[config.mk]
export PLATFORM = sky130hd
export DESIGN_NAME = bus_arbiter
export DESIGN_NICKNAME = d
export VERILOG_FILES = /design/src/rtl/cpu_bus_pkg.sv /design/src/rtl/bus_rr_picker.sv /design/src/rtl/bus_arbiter.sv
export SDC_FILE = /design/constraint.sdc
export NUM_CORES = 1
export LEC_CHECK = 0
export CORE_UTILIZATION = 37
export CTS_BUF_LIST = sky130_fd_sc_hd__clkbuf_16
export CTS_CLUSTER_DIAMETER = 200
export DETAILED_ROUTE_END_ITERATION = 8
export GPL_ROUTABILITY_DRIVEN = 0
export PLACE_DENSITY = 0.77
export SKIP_LAST_GASP = 1
export SLEW_MARGIN = 15
export SYNTH_ARGS = -nofsm -noshare
export SYNTH_HDL_FRONTEND = slang
export SYNTH_SLANG_ARGS = --single-unit
[constraint.sdc]
create_clock -name clk -period 1.6 [get_ports clk]
set_input_delay 0.24 -clock clk [delete_from_list [all_inputs] [get_ports clk]]
set_output_delay 0.24 -clock clk [all_outputs]
set_load 0.05 [all_outputs]
[src/rtl/cpu_bus_pkg.sv]
// Shared definitions for the CPU memory-port arbiter.
//   bus_state_e        : arbiter FSM states (IDLE, ACCESS, ACK)
//   FLAG_READ/WRITE    : memory r/w flag encodings
//   PORT_CPU/PORT_IO   : requester port indices
//   DEFAULT_ADDR_W/_W  : default bus widths
//   CNT_W              : wait counter width
package cpu_bus_pkg;

    typedef enum logic [1:0] {
        IDLE   = 2'd0,
        ACCESS = 2'd1,
        ACK    = 2'd2
    } bus_state_e;

    localparam logic FLAG_READ  = 1'b0;
    localparam logic FLAG_WRITE = 1'b1;

    localparam logic PORT_CPU = 1'b0;
    localparam logic PORT_IO  = 1'b1;

    localparam int DEFAULT_ADDR_W = 16;
    localparam int DEFAULT_DATA_W = 16;
    localparam int CNT_W          = 4;

endpackage

[src/rtl/bus_rr_picker.sv]
// Combinational 2-way round-robin picker.
//   req[1:0]    in  : request vector, bit index = port id
//   prio        in  : favoured port when both request
//   grant_valid out : at least one request present
//   grant_id    out : index of the winning port
module bus_rr_picker
    import cpu_bus_pkg::*;
(
    input  logic [1:0] req,
    input  logic       prio,
    output logic       grant_valid,
    output logic       grant_id
);

    assign grant_valid = |req;
    // With a lone request req[1] alone decides the winner; on contention prio does.
    assign grant_id    = (&req) ? prio : req[PORT_IO];

endmodule

[src/rtl/bus_arbiter.sv]
// Round-robin arbiter sharing the single memory port between the CPU
// core (port 0) and the I/O/DMA engine (port 1), followed by a
// fixed-latency access sequencer.
//   clk, reset (async, active-low)
//   cpu_req/we/addr/wdata in, cpu_rdata/ack out : CPU requester
//   io_req/we/addr/wdata in,  io_rdata/ack out  : I/O requester
//   base, data_out, flag, mem_en out, data_in in : memory side
//   busy out : FSM not in IDLE
//
// state  | meaning
// IDLE   | wait for a request, grant and latch operands
// ACCESS | mem_en high, wait counter running down to 0
// ACK    | one-cycle ack to the served port
module bus_arbiter
    import cpu_bus_pkg::*;
#(
    parameter int ADDR_W      = DEFAULT_ADDR_W,
    parameter int DATA_W      = DEFAULT_DATA_W,
    parameter int WAIT_CYCLES = 2
) (
    input  logic              clk,
    input  logic              reset,
    input  logic              cpu_req,
    input  logic              cpu_we,
    input  logic [ADDR_W-1:0] cpu_addr,
    input  logic [DATA_W-1:0] cpu_wdata,
    output logic [DATA_W-1:0] cpu_rdata,
    output logic              cpu_ack,
    input  logic              io_req,
    input  logic              io_we,
    input  logic [ADDR_W-1:0] io_addr,
    input  logic [DATA_W-1:0] io_wdata,
    output logic [DATA_W-1:0] io_rdata,
    output logic              io_ack,
    output logic [ADDR_W-1:0] base,
    output logic [DATA_W-1:0] data_out,
    input  logic [DATA_W-1:0] data_in,
    output logic              flag,
    output logic              mem_en,
    output logic              busy
);

    localparam logic [1:0] ST_IDLE   = IDLE;
    localparam logic [1:0] ST_ACCESS = ACCESS;
    localparam logic [1:0] ST_ACK    = ACK;

    localparam logic [CNT_W-1:0] CNT_LOAD = CNT_W'(WAIT_CYCLES - 1);

    logic [1:0]       state;
    logic             prio;
    logic             owner;
    logic [CNT_W-1:0] wait_cnt;
    logic             grant_valid;
    logic             grant_id;

    bus_rr_picker u_picker (
        .req         ({io_req, cpu_req}),
        .prio        (prio),
        .grant_valid (grant_valid),
        .grant_id    (grant_id)
    );

    assign busy = (state != ST_IDLE);

    always_ff @(posedge clk or negedge reset) begin
        if (!reset) begin
            state     <= ST_IDLE;
            prio      <= PORT_CPU;
            owner     <= PORT_CPU;
            wait_cnt  <= '0;
            base      <= '0;
            data_out  <= '0;
            flag      <= FLAG_READ;
            mem_en    <= 1'b0;
            cpu_rdata <= '0;
            io_rdata  <= '0;
            cpu_ack   <= 1'b0;
            io_ack    <= 1'b0;
        end else begin
            cpu_ack <= 1'b0;
            io_ack  <= 1'b0;
            case (state)
                ST_IDLE: begin
                    if (grant_valid) begin
                        owner    <= grant_id;
                        prio     <= ~grant_id;
                        base     <= (grant_id == PORT_IO) ? io_addr  : cpu_addr;
                        data_out <= (grant_id == PORT_IO) ? io_wdata : cpu_wdata;
                        flag     <= (grant_id == PORT_IO) ? io_we    : cpu_we;
                        wait_cnt <= CNT_LOAD;
                        mem_en   <= 1'b1;
                        state    <= ST_ACCESS;
                    end
                end
                ST_ACCESS: begin
                    if (wait_cnt == '0) begin
                        if (flag == FLAG_READ) begin
                            if (owner == PORT_IO) io_rdata  <= data_in;
                            else                  cpu_rdata <= data_in;
                        end
                        // ack is raised on entry so it is high for the whole ACK cycle
                        if (owner == PORT_IO) io_ack  <= 1'b1;
                        else                  cpu_ack <= 1'b1;
                        mem_en <= 1'b0;
                        state  <= ST_ACK;
                    end else begin
                        wait_cnt <= wait_cnt - 1'b1;
                    end
                end
                ST_ACK: begin
                    state <= ST_IDLE;
                end
                default: begin
                    mem_en <= 1'b0;
                    state  <= ST_IDLE;
                end
            endcase
        end
    end

endmodule

# Word-level counts from Yosys, hierarchy flattened
# Cells that the tools add are included.
# op_classes
n_addsub,1
mul,0
div,0
n_lt_le_gt_ge,0
n_eq_ne,5
n_shift,0
muxes,19
n_bitwise,4
reduce_logical,12
# op_table
operator,count
$mux 16,2
$mux 1,10
$mux 4,2
$pmux 4 s2,1
$reduce_and 4->1,2
$ne 2x2->1 const B,3
$reduce_and 2->1,3
$reduce_and 3->1,2
$logic_not 4->1,1
$mux 2,2
$not 1->1,4
$pmux 2 s2,1
$reduce_bool 2->1,2
$sub 4x1->4 const B,1
$pmux 1 s3,1
$eq 2x1->1 const B,1
$eq 2x2->1 const B,1
$logic_not 2->1,1
$reduce_or 2->1,1
# word_totals
regBits,76
latch_bits,0
mem_bits_rw,0
romBits,0
output_inout_bits,69
elab_cells,53
n_memories,0

# Depth between registers and ports, before layout
# depth
word_depth,3
ltp_mapped,6

# Modules after synthesis
# A second synthesis with hierarchy kept.
# unflattened
hier_cells,264
area_unflattened_um2,3315.7
# by_module_without_submodules
mod,instances,cells_per_inst,area_per_inst_um2,seq_area_each_um2
bus_arbiter,1,261,3298.2,1901.8
bus_rr_picker,1,3,17.5,0.0

# Worst setup path before layout
# No wires, ideal clock.
# synth_timing
kind,reg2reg
start,register wait_cnt[0]
end,register io_rdata[10]
arrival_time_ns,1.639
setup_slack_ns,-0.164
path_stages_with_launch,7
period_less_slack_ns,1.764
path_cell_list,dfrtp_1 > inv_1 > ha_1 > nor3b_4 > nand4b_4 > buf_6 > mux2_4
# synth_via
elab_chain_cells,2
# synth_lines
element,line_no,rtl
from (decl),bus_arbiter.sv:52,logic [CNT_W-1:0] wait_cnt;
from (signal assigned),bus_arbiter.sv:107,wait_cnt <= wait_cnt - 1'b1;
$logic_not 4->1,bus_arbiter.sv:96,if (wait_cnt == '0) begin
$reduce_and 4->1 (no line),--,
to (signal assigned),bus_arbiter.sv:98,if (owner == PORT_IO) io_rdata <= data_in;
to (decl),bus_arbiter.sv:33,"output logic [DATA_W-1:0] io_rdata,"
# Every way passes these cells.
# A chain may end at the register's enable or synchronous reset.

# Worst setup path in the final report
# layout_timing
start,register wait_cnt[1]
end,register cpu_rdata[10]
# layout_via
elab_chain_cells,2
# layout_lines
element,line_no,rtl
$logic_not 4->1,bus_arbiter.sv:96,
$reduce_and 4->1 (no line),--,
to (signal assigned),bus_arbiter.sv:99,else cpu_rdata <= data_in;
to (decl),bus_arbiter.sv:27,"output logic [DATA_W-1:0] cpu_rdata,"
# Every way passes these cells.

==> run summary <==
Data arrives at the worst endpoint at 1.90 ns. The number of flops mapped to enable cells by yosys is 0. The clock network burns 16.4% of the power.

The area growth from synthesis to layout is 65.97%. The number of diodes added for antenna fixing came out at 0. Net switching is 44.74% of the power. The final reports fail on negative setup slack.

Setup total negative slack on the finished layout was measured at -1.360 ns. The detail route stage leaves a number of antenna-violating nets equal to 0. The met2 routed wirelength is 4.639 mm. The iteration count of the initial detailed-routing pass came out at 4. Sequential cells burn about a quarter of the power. Of the cells placed in the final design, the portion with a size suffix greater than 1 is 38.05%. The root buffer cell chosen for the clock tree is sky130_fd_sc_hd__clkbuf_16.

The share of the clock period used by the worst path is 106.0%. Based on the critical path, the design can be clocked at up to slightly below 0.6 GHz. The share of the synthesized area in the top cell type is 58.44%. Counting cells, the worst reg-to-reg path comes to 7. The overall routed net length is approximately 8.9 mm. In this run the critical register-to-register path is captured at cpu_rdata[10]. The initial standard-cell utilization of the core is 38.83%. The cell area that synthesis handed to floorplanning was between 3000 and 4000 um2. The via count is 2680.

The total of flip-flops plus latches after synthesis came out at 76. The number of H-tree levels came out at 3. The routed length per placed instance came out at 17.32 um.

The number of global-route vias before repair is about 2700. The total DRC errors in the routed layout is 0. The net switching power is roughly 6100 uW.

Among all cell types in the netlist, the one instantiated most often is sky130_fd_sc_hd__dfrtp_1. The combined global-route utilization of all metal layers is 19.30%. The setup path with the least slack is of type reg2reg. The routed wire length on met3 came out at 426 um. The initial antenna violation count is 0. TritonCTS built the clock tree. The port buffer count is ~150. The minimum setup slack among reg-to-reg paths came out at -0.1 ns.

The path class of the tightest hold or removal check is in2async. Entering global routing, the biggest net connects 39 pins. The die span in y came out at around 96 um.

The most used flip-flop cell after synthesis is sky130_fd_sc_hd__dfrtp_1. The number of failing hold endpoints at the final stage came out at 0. The mean cell area of the mapped netlist is 14.15 um2. The startpoint type of the worst setup path is a register. The post-synthesis net count is roughly 320.

The worst reg2reg path startpoint is wait_cnt[1]. After floorplanning, the core was sized to cover 8382 um2. The share of flip-flops with an asynchronous set or reset after synthesis came out at 100.0%.

The count of cell types in the netlist came out at 31. The maximum root-to-sink buffer count is 2. The sequential area share after synthesis is between 50% and 60%. The number of standard-cell rows in the floorplan is 33.

In the final design database the tool counted 493 nets. The via density per instance is 5.204. The internal power of the cells came out at 7550 uW. Setup violations remaining at the end of the flow were counted as 32. The transition time at the pin with the least slew margin is 0.2887 ns. The number of sinks on the clock net came out at between 70 and 80. The clock latency reported for the late side of the worst-skew pair came out at 0.33 ns. Setup repair after global routing could not meet its margin everywhere. The total half-perimeter wirelength after legalization and detailed placement came out at ~6 mm.

Final hold analysis gives a worst-case slack of 0.3434 ns. The instance count of the mapped netlist is 230. The flow ran to the end, but the final reports show violations.

By count the netlist is led by sky130_fd_sc_hd__dfrtp_1 (76), sky130_fd_sc_hd__a21boi_0 (33), sky130_fd_sc_hd__a221o_1 (33). The total power divided by cell area came out at 2530 nW/um2. The combinational share of power is 58.1%. The CTS buffer count is 9. Headroom to the max-slew limit came out at 80.76%. The met1 layer wirelength in the final routing came out at 3.612 mm. The worst-case vdd ir drop came out at 0.001116 V. The clock arrives with 0.006764 ns of skew. STA classifies the critical path endpoint as a register. Sorting the synthesized cells by area gives the leading types as sky130_fd_sc_hd__dfrtp_1 (58%), sky130_fd_sc_hd__a221o_1 (10%), sky130_fd_sc_hd__mux2_2 (8.0%), sky130_fd_sc_hd__a21boi_0 (7.6%), sky130_fd_sc_hd__mux2_4 (4.6%). The first global-routing pass estimated about 13 mm of wire. The count of pins on the block boundary came out at 155. After clock tree synthesis, the clock-pin slew on the worst setup and hold paths is ~0.060 ns. The total congestion overflow came out at 0. The iteration-0 DRC count of the detailed router is 91. The final max-slew violation count came out at 0.

Overall power consumption after layout is estimated at 13660 uW. The final critical-path required period is 1.696 ns. Across the run, the number of max-cap violations was 0.

The area of the die is about 9200 um2. In the post-route analysis, the smallest setup slack over all paths is -0.09590 ns. The die outline width came out at 95.79 um.

The leakage power came out at 0.002466 uW. Signal routing reaches up to met4. The largest fanout on the critical path came out at 7. The worst endpoint required time came out at roughly 1.8 ns. The Yosys warning count is 0. sky130_fd_sc_hd__dfrtp_1 takes more of the synthesized area than any other cell.
## worst max path at each step
stage / cells after the start / from / end
finish: 7 / wait_cnt[1] / cpu_rdata[10]
global route: 7 / wait_cnt[1] / cpu_rdata[10]
CTS: 4 / state[1] / busy
detailed placement: 5 / cpu_req / base[12]
global placement: 5 / cpu_req / base[12]
floorplan: 6 / wait_cnt[0] / io_rdata[10]
## flip-flops by register name (all words and copies together) (netlist names), 2 cells and up
name / count
base: 16
cpu_rdata: 16
data_out: 16
io_rdata: 16
wait_cnt: 4
state: 2
## cells by family (layout without fill, tap and decap cells)
logic type,count (synthesis),in the layout,share of synthesized area (%)
buffers and inverters,21,201,2.884
and+or+nand+nor,23,23,5.306
AOI/OAI and AO/OA,75,75,20.03
muxes,33,33,12.57
adders and majority gates,2,2,0.7688
DFF,76,76,58.44
## cells in the final DEF (no fill, tap or decap), types with 2 or more instances in the layout
master | netlist | routed
sky130_fd_sc_hd__clkbuf_16 | 0 | 10
sky130_fd_sc_hd__a21boi_0 | 33 | 33
sky130_fd_sc_hd__inv_2 | 0 | 2
sky130_fd_sc_hd__a21o_1 | 2 | 2
sky130_fd_sc_hd__bufinv_16 | 0 | 3
sky130_fd_sc_hd__buf_4 | 0 | 82
sky130_fd_sc_hd__a221o_1 | 33 | 33
sky130_fd_sc_hd__clkdlybuf4s50_1 | 0 | 84
sky130_fd_sc_hd__nand2_1 | 2 | 2
sky130_fd_sc_hd__buf_6 | 2 | 7
sky130_fd_sc_hd__nand2b_1 | 4 | 4
sky130_fd_sc_hd__nor2_1 | 3 | 2
sky130_fd_sc_hd__inv_1 | 3 | 2
sky130_fd_sc_hd__clkinv_1 | 0 | 2
sky130_fd_sc_hd__buf_12 | 0 | 7
sky130_fd_sc_hd__and3_1 | 4 | 4
sky130_fd_sc_hd__dfrtp_1 | 76 | 75
sky130_fd_sc_hd__mux2_2 | 23 | 23
sky130_fd_sc_hd__mux2_4 | 10 | 10
## metal layers
metal | GRT usage [%] | up-vias
met4 | 9.701 | 0
met5 | 0 | -
met3 | 3.081 | 19
li1 | - | 1232
met1 | 24.18 | 1330
met2 | 32.26 | 99
## final cells by class
class,instances,area (um2)
Multi-Input combinational cell,133,1314
Clock inverter,7,106.4
Tap cell,105,131.4
Inverter,3,11.26
Fill cell,628,2980
Clock buffer,9,225.2
Sequential cell,76,1903
Timing Repair Buffer,182,1710
## per-stage QoR
stage / setup slack, ns / area [um2] / cells / utilization (%)
floorplan: -0.1623 / 3271 / 230 / -
detailed placement: -0.1249 / 4885 / 486 / 58.28
global placement: -0.06863 / 4885 / 486 / 58.28
CTS: -0.07193 / 5286 / 509 / 63.07
finish: -0.09590 / 5401 / 515 / 64.44
global route: -0.1653 / 5401 / 515 / 64.44
## critical path, stage by stage, from the launching register on
cell,delay [ns]
sky130_fd_sc_hd__dfrtp_1,0.40
sky130_fd_sc_hd__inv_2,0.09
sky130_fd_sc_hd__ha_4,0.12
sky130_fd_sc_hd__nor3b_4,0.27
sky130_fd_sc_hd__buf_6,0.15
sky130_fd_sc_hd__nand3_4,0.09
sky130_fd_sc_hd__buf_6,0.16
sky130_fd_sc_hd__mux2_2,0.28
## power groups by stage
stage | logic [uW] | clock network [uW] | registers (uW)
2_1_floorplan | 2100 | 0 | 6310
3_3_place_gp | 7390 | 0 | 3420
3_5_place_dp | 7520 | 0 | 3450
4_1_cts | 7630 | 2290 | 3460
5_1_grt | 8320 | 2370 | 3590
6_report | 7940 | 2240 | 3470
## what timing repair did
| item | 4_1_cts | 5_1_grt |
|---|---|---|
| endpoints found under the hold margin | 19 | 0 |
| pin swaps | 1 | 4 |
| hold buffers | 1 | 0 |
| endpoints found under the setup margin | 35 | 36 |
| cloned | 0 | 1 |
| gates resized for setup | 3 | 12 |
| setup buffers | 6 | 5 |
(Power assumes the default switching activity.)
